==> config.mk <==
export PLATFORM = sky130hd
export DESIGN_NAME = fetch_stage
export DESIGN_NICKNAME = d
export VERILOG_FILES = /design/src/rtl/fetch_stage_pkg.sv /design/src/rtl/fetch_stage_bit32_2to1mux.sv /design/src/rtl/fetch_stage.sv
export SDC_FILE = /design/constraint.sdc
export NUM_CORES = 1
export LEC_CHECK = 0
export BUFFER_PORTS_ARGS = -buffer_cell sky130_fd_sc_hd__buf_2
export CAP_MARGIN = 10
export CORE_MARGIN = 4
export CORE_UTILIZATION = 56
export DETAILED_ROUTE_END_ITERATION = 10
export PLACE_DENSITY_LB_ADDON = 0.08
export SLEW_MARGIN = 20
export SYNTH_ARGS = -nofsm -noshare
export SYNTH_HDL_FRONTEND = slang
export SYNTH_SLANG_ARGS = --single-unit
==> constraint.sdc <==
create_clock -name clk -period 6.2 [get_ports clk]
set_input_delay 0.62 -clock clk [delete_from_list [all_inputs] [get_ports clk]]
set_output_delay 0.62 -clock clk [all_outputs]
set_load 0.01 [all_outputs]
==> src/rtl/fetch_stage_pkg.sv <==
// fetch_stage_pkg
// Shared definitions for the instruction-fetch stage: default reset PC,
// sequential PC increment, instruction width and the fetch FSM state
// encodings. Also provides a helper that forces an address onto a word
// boundary. No ports; imported by fetch_stage.
package fetch_stage_pkg;

    localparam int          INSTR_W          = 32;
    localparam logic [31:0] DEFAULT_RESET_PC = 32'h0000_0000;
    localparam logic [31:0] PC_STEP          = 32'd4;

    // FSM encodings kept as plain constants so they match the legacy
    // encodings used elsewhere in the CPU.
    localparam logic [1:0] ST_IDLE  = 2'd0;
    localparam logic [1:0] ST_FETCH = 2'd1;
    localparam logic [1:0] ST_HOLD  = 2'd2;

    // Clears the two byte-offset bits so every fetch is word-aligned.
    function automatic logic [31:0] align_word(input logic [31:0] addr);
        return addr & ~32'h0000_0003;
    endfunction

endpackage

==> src/rtl/fetch_stage_bit32_2to1mux.sv <==
// bit32_2to1mux
// 32-bit two-input multiplexer used for next-PC selection.
// Ports:
//   sel  - 0 selects in1, 1 selects in2
//   in1  - first data input (sequential PC)
//   in2  - second data input (redirect target)
//   out  - selected value
module bit32_2to1mux (
    input  logic        sel,
    input  logic [31:0] in1,
    input  logic [31:0] in2,
    output logic [31:0] out
);

    assign out = sel ? in2 : in1;

endmodule

==> src/rtl/fetch_stage.sv <==
// fetch_stage
// Instruction-fetch stage. Owns the program counter, issues word fetches
// over a req/ack handshake to instruction memory and hands each fetched
// instruction to decode over a valid/ready handshake. Branch redirects
// from execute squash any fetch that is already in flight.
// Ports:
//   clk, rst_n          - clock and asynchronous active-low reset
//   branch_taken        - one-cycle redirect strobe
//   branch_target       - redirect address (low two bits ignored)
//   imem_req/imem_addr  - fetch request and its address
//   imem_ack/imem_rdata - memory response and returned instruction word
//   id_valid/id_ready   - decode handshake
//   id_instr/id_pc      - instruction handed to decode and its address
module fetch_stage
    import fetch_stage_pkg::*;
#(
    parameter logic [31:0] RESET_PC = DEFAULT_RESET_PC
) (
    input  logic               clk,
    input  logic               rst_n,
    input  logic               branch_taken,
    input  logic [31:0]        branch_target,
    output logic               imem_req,
    output logic [31:0]        imem_addr,
    input  logic               imem_ack,
    input  logic [INSTR_W-1:0] imem_rdata,
    output logic               id_valid,
    input  logic               id_ready,
    output logic [INSTR_W-1:0] id_instr,
    output logic [31:0]        id_pc
);

    logic [1:0]         state_q,    state_d;
    logic [31:0]        pc_q,       pc_d;
    logic [31:0]        req_addr_q, req_addr_d;
    logic               squash_q,   squash_d;
    logic               id_valid_q, id_valid_d;
    logic [INSTR_W-1:0] id_instr_q, id_instr_d;
    logic [31:0]        id_pc_q,    id_pc_d;

    logic [31:0] pc_plus_step;
    logic [31:0] aligned_target;
    logic [31:0] next_pc;

    // Modulo-2^32 add, so the top word wraps to address zero.
    assign pc_plus_step   = pc_q + PC_STEP;
    assign aligned_target = align_word(branch_target);

    bit32_2to1mux u_next_pc_mux (
        .sel (branch_taken),
        .in1 (pc_plus_step),
        .in2 (aligned_target),
        .out (next_pc)
    );

    // Next-state logic. pc tracks where fetching should continue, while
    // req_addr holds the address of the request currently on the bus so a
    // redirect never disturbs an outstanding request.
    always_comb begin
        state_d    = state_q;
        pc_d       = pc_q;
        req_addr_d = req_addr_q;
        squash_d   = squash_q;
        id_valid_d = id_valid_q;
        id_instr_d = id_instr_q;
        id_pc_d    = id_pc_q;

        // A redirect always moves pc to the aligned target, whatever state.
        if (branch_taken) begin
            pc_d = next_pc;
        end

        case (state_q)
            ST_IDLE: begin
                state_d = ST_FETCH;
            end
            ST_FETCH: begin
                if (imem_ack) begin
                    if (squash_q || branch_taken) begin
                        // Returned word belongs to a stale path; drop it.
                        squash_d = 1'b0;
                    end else begin
                        id_instr_d = imem_rdata;
                        id_pc_d    = pc_q;
                        id_valid_d = 1'b1;
                        pc_d       = next_pc;
                        state_d    = ST_HOLD;
                    end
                end else if (branch_taken) begin
                    squash_d = 1'b1;
                end
            end
            ST_HOLD: begin
                // With both strobes high the handshake still completes;
                // decode squashes that instruction itself.
                if (id_ready || branch_taken) begin
                    id_valid_d = 1'b0;
                    state_d    = ST_FETCH;
                end
            end
            default: begin
                state_d = ST_IDLE;
            end
        endcase

        // A new request starts whenever we enter FETCH or an ack closes the
        // previous one while staying in FETCH.
        if (state_d == ST_FETCH && (state_q != ST_FETCH || imem_ack)) begin
            req_addr_d = pc_d;
        end
    end

    always_ff @(posedge clk or negedge rst_n) begin
        if (!rst_n) begin
            state_q    <= ST_IDLE;
            pc_q       <= RESET_PC;
            req_addr_q <= RESET_PC;
            squash_q   <= 1'b0;
            id_valid_q <= 1'b0;
            id_instr_q <= '0;
            id_pc_q    <= '0;
        end else begin
            state_q    <= state_d;
            pc_q       <= pc_d;
            req_addr_q <= req_addr_d;
            squash_q   <= squash_d;
            id_valid_q <= id_valid_d;
            id_instr_q <= id_instr_d;
            id_pc_q    <= id_pc_d;
        end
    end

    // Outputs come only from registers or the state decode.
    assign imem_req  = (state_q == ST_FETCH);
    assign imem_addr = req_addr_q;
    assign id_valid  = id_valid_q;
    assign id_instr  = id_instr_q;
    assign id_pc     = id_pc_q;

endmodule

Yosys cells after proc, flatten, opt, wreduce, memory -nomap -nowiden
Cells that the tools add are included.

operators by class
  muxes and demuxes = 16
  bitwise operators = 1
  equal/unequal tests = 8
  reduce and logical (&&, ||, !) cells = 10
  add/subtract/negate cells = 1

operators by type and width
  cell                     count
  $mux W32                 5
  $add A32 B3 Y32 const B  1
  $mux W1                  6
  $mux W2                  3
  $ne A2 B1 Y1 const B     3
  $pmux W2 S3              1
  $reduce_and A3 Y1        2
  $eq A2 B1 Y1 const B     2
  $ne A2 B2 Y1 const B     2
  $reduce_and A4 Y1        1
  $reduce_bool A2 Y1       2
  $logic_or A1 B1 Y1       3
  $eq A2 B2 Y1 const B     1
  $logic_not A2 Y1         1
  $pmux W1 S2              1
  $logic_and A1 B1 Y1      1
  $not A1 Y1               1

storage, ports and cells
  bits of input ports = 69
  word-level logic and storage cells = 43
  bits in registers = 132
  output and inout bits = 98

Logic depth before layout (Yosys ltp)
  word-level depth = 6
  depth in mapped cells = 8
  mapped depth without buffers = 6

By module
Synthesis repeated with hierarchy kept, for this count alone.

unflattened totals
  cell total of the unflattened synthesis = 413
  area total of the unflattened synthesis = 6102.1 um^2

by module, submodules not included
  module         cells an instance  instances  area each (um^2)  seq. area each (um^2)
  fetch_stage    377                1          5557.8            3303.2
  bit32_2to1mux  36                 1          544.3             0.0

Worst setup path after synthesis
No wires, ideal clock.

  path type = input -> register
  start = input port branch_taken
  end = register pc_q[28]
  slack = 4.002 ns
  required time = 6.075 ns
  path buffers = 2
  arrival time = 2.074 ns
  cell stages on the path = 7
  setup time = 0.125 ns
  cell sequence = clkbuf_1 nand4bb_1 or4_1 buf_2 nor4_2 xor2_1 mux2_2

between the ends
  longest elaborated chain between the ends = 5
  elaborated cells on any way between the ends = 6
  classes of those cells = mux: 5; reduce/logical: 1

RTL lines
  element               line                             source
  start, declared       fetch_stage.sv:21                input logic branch_taken,
  $mux W32              fetch_stage_bit32_2to1mux.sv:15  assign out = sel ? in2 : in1;
  $mux W32              fetch_stage.sv:69                if (branch_taken) begin
  $mux W32              fetch_stage.sv:79                if (squash_q || branch_taken) begin
  $mux W32              fetch_stage.sv:78                if (imem_ack) begin
  $mux W32 (*)          fetch_stage.sv:73                case (state_q)
  via pc_d[28]          fetch_stage.sv:34                logic [31:0] pc_q, pc_d;
  end signal, assigned  fetch_stage.sv:124               pc_q <= pc_d;
  end, declared         fetch_stage.sv:34

The timed path passes the listed nets; every way through them passes the cells marked *.
A chain may end at the register's enable or synchronous reset.

Final worst setup path
  start = register state_q[1]
  end = register req_addr_q[11], in the netlist imem_addr[11]

between the ends
  elaborated cells on any way between the ends = 12
  classes of those cells = eq/ne: 4; mux: 5; reduce/logical: 3

RTL lines
  element                 line                source
  start, declared         fetch_stage.sv:33   logic [1:0] state_q, state_d;
  start signal, assigned  fetch_stage.sv:123  state_q <= state_d;
  $eq A2 B1 Y1            fetch_stage.sv:73
  $mux W32                fetch_stage.sv:73
  via pc_d[11]            fetch_stage.sv:34
  end signal, assigned    fetch_stage.sv:125  req_addr_q <= req_addr_d;
  end, declared           fetch_stage.sv:35   logic [31:0] req_addr_q, req_addr_d;

The timed path passes the listed nets, and every way through them passes these cells.

==> metrics.md <==
| Metric | Value |
|---|---|
| IO Count | `167` |
| Number of routed nets with antenna violations | `0` |
| Post-Syn Area | `5700 um2` |
| TNS Setup | `0 ns` |
| Synth Warn # | `0` |
| Clk sink count | `132` |
| CP bufs+invs | `0` |
| First-pass GRT wire length | `23500 um` |
| Dominant synthesized flop cell | `dfrtp_1` |
| Fin nets | `826` |
| Seq/Total Area, Yosys | `0.579` |
| Slew Viols, Final | `0` |
| H-Tree Depth | `4` |
| # setup viols final | `0` |
| Worst vdd rail ir drop | `0.236 mV` |
| Die footprint | `11900 um2` |
| RSZ-0062 raised after global routing | `false` |
| Hold slack | `0.0964 ns` |
| CTS Buffer Depth | `2` |
| Resize count post-CTS | `0` |
| Wirelength per Cell | `15.8 um` |
| CTS Root Cell | `clkbuf_8` |
| Crit-path slowest cell | `or4_1` |
| Final WS setup | `3.30 ns` |
| Drt total wl | `14300 um` |
| CP max FO | `53` |
| Hold Vio Cnt, Final | `0` |
| Dpl hpwl | `9550 um` |
| Run status | `completed` |
| P_leak | `3.70 nW` |
| Synth Net Count | `671` |
| CTS buffer count | `17` |
| Area Growth Syn to Fin | `25.8%` |
| CTS tree | `done` |
| Row cnt | `36` |
| Clock Skews | `0.00631 ns` |
| Pin count of the biggest net entering global routing | `69` |
| CP arrival | `3.35 ns` |
| Die W | `109 um` |
| Core area | `9860 um2` |
| Routability cong. | `0.801` |
| Crit. End Element | `flop` |
| Path depth of the worst reg2reg path | `5` |
| Ant. Diodes | `0` |
| Total setup buffers inserted after CTS | `0` |
| Cell Chain, Critical Path | `and4bb_2, nand2_2, or4_1, a31oi_1, mux2_2` |
| GRT Resource Usage Total | `0.253` |
| Number of synthesized flops with an enable pin | `0` |
| Async SR Flop Fraction | `1.00` |
| DR pass1 iterations | `5` |
| Share of cells above drive strength 1 | `0.295` |
| Die Y | `109 um` |
| Post-DR vias/cell | `5.42` |
| Max_cap viols | `0` |
| CP Launch Type | `flop` |
| Vias in the first global route | `4716` |
| Slowest cell delay on critical path | `0.72 ns` |
| Fillers | `785` |
| Power density relative to cell area | `454 nW/um2` |
| Post-synthesis register bit count | `132` |
| Fmax | `0.345 GHz` |
| Starting DRT DRC Count | `302` |
| HP Class | `primary input to asynchronous set/reset pin` |
| Worst-margin pin slew | `1.06 ns` |
| Yosys cell types | `39` |
| Worst-Skew Late Latency | `0.51 ns` |
| Hold Buf Count CTS | `0` |
| Critical path's top delay family | `simple AND/OR/NAND/NOR gates` |
| Syn Inst Count | `601` |
| CP Class | `flop to flop` |
| Total global routing overflow | `0` |
| Syn_area_per_cell | `9.49 um2` |
| Drt drc | `0` |
| Worst-path clk slew | `0.06 ns` |
| Fin crit period | `2.90 ns` |
| IO Port Bufs | `164` |
| Final Cycle Share | `0.468` |
| Vias after detailed routing | `4885` |
| Critical Path Stages | `5` |
| Fin cells | `902` |
| Worst path required time | `6.65 ns` |
| Starting density of the core | `0.578` |
| Slew HR | `0.294` |
| DP Cell Count | `870` |
| Initial antenna violation count | `0` |
| Dpl ws | `3.17 ns` |
## cell type report
| cell class | instances | area [um2] | share of cell area |
|---|---|---|---|
| Sequential cell | 132 | 3300 | 0.461 |
| Multi-Input combinational cell | 427 | 2240 | 0.313 |
| Timing Repair Buffer | 170 | 872 | 0.122 |
| Clock buffer | 24 | 480 | 0.0670 |
| Tap cell | 133 | 166 | 0.0232 |
| Clock inverter | 8 | 75.1 | 0.0105 |
| Inverter | 8 | 30.0 | 0.00419 |
## cell families after synthesis
kind of cell	after synthesis	synth area share
muxes	25	0.0485
xor gates and xnor gates	21	0.0323
and+or+nand+nor	325	0.250
buffers and inverters	42	0.0292
adders and majority gates	1	0.00219
DFF	132	0.579
AOI/OAI and AO/OA	55	0.0590
## per-layer routing
metal | vias to the layer above | routed length (um) | global-route usage
li1 | 2315 | - | -
met1 | 2365 | 6060 | 0.343
met2 | 186 | 7000 | 0.402
met3 | 19 | 1010 | 0.0705
met4 | 0 | 207 | 0.0694
met5 | - | 0 | 0
## worst paths after layout
check | from | endpoint | slack [ns]
setup / recovery | state_q[1] | imem_addr[11] | 3.30
hold / removal | rst_n | id_pc[16] | 0.1
setup reg to reg | state_q[1] | imem_addr[11] | 3.30
hold reg to reg | id_instr[16] | id_instr[16] | 0.47
max in group asynchronous | rst_n | pc_q[2] | 4.80
min in group clk | imem_rdata[19] | id_instr[19] | 0.29
## synth_stat cells, types with 2 or more instances
cell type	n	area, um2
or4_1	2	15.0
nor4_2	2	25.0
o31ai_1	3	22.5
inv_1	7	26.3
nor2b_1	3	18.8
a21boi_0	2	15.0
and4_1	4	35.0
o21ai_1	3	15.0
mux2_2	21	236
a21oi_1	10	50.1
and2_1	7	43.8
nand4_1	12	75.1
buf_2	6	30.0
and3_1	9	56.3
nand2_1	228	856
dfrtp_1	132	3300
xor2_1	10	87.6
nor2_1	21	78.8
nor3_1	9	45.0
nand2b_1	2	12.5
clkbuf_1	27	101
mux2i_1	4	40.0
nand3_1	16	80.1
a211o_1	3	26.3
a221o_1	4	40.0
xnor2_1	11	96.3
a31oi_1	7	43.8
o21ai_0	20	100
o21a_1	2	15.0
nor4_1	5	31.3
## worst register-to-register path: stages (launching register included)
cell	delay [ns]
dfrtp_1	0.48
and4bb_2	0.58
nand2_2	0.67
or4_1	0.72
a31oi_1	0.22
mux2_2	0.18
## flip-flops by register name, indices dropped and copies added (netlist names)
signal	count
imem_addr	32
squash_q	1
id_pc	32
id_valid	1
pc_q	32
id_instr	32
state_q	2
## where the power goes
part / total, mW / switching [mW] / internal, mW
Sequential: 1.36 / 0.189 / 1.18
Clock: 0.920 / 0.348 / 0.572
Combinational: 0.972 / 0.569 / 0.403
## through the flow
stage	area, um2	total power [mW]	utilization
floorplan	5700	1.89	-
global placement	6620	2.32	0.671
detailed placement	6620	2.36	0.671
CTS	7170	3.29	0.727
global route	7170	3.48	0.727
finish	7170	3.26	0.727
## cell usage in the layout (no fill, tap or decap), types with 5 or more instances in the layout
cell type / Yosys / layout
inv_1: 7 / 7
buf_4: 0 / 6
and3_1: 9 / 9
nand2_1: 228 / 227
o21ai_0: 20 / 20
a21oi_1: 10 / 10
nor3_1: 9 / 8
nand3_1: 16 / 16
a31oi_1: 7 / 7
and2_1: 7 / 7
clkbuf_8: 0 / 5
xor2_1: 10 / 10
nand4_1: 12 / 12
mux2_2: 21 / 21
nor2_1: 21 / 21
dfrtp_1: 132 / 132
nor4_1: 5 / 5
buf_2: 6 / 163
clkbuf_16: 0 / 16
xnor2_1: 11 / 11
No activity file was read; power rests on OpenSTA's default activity.
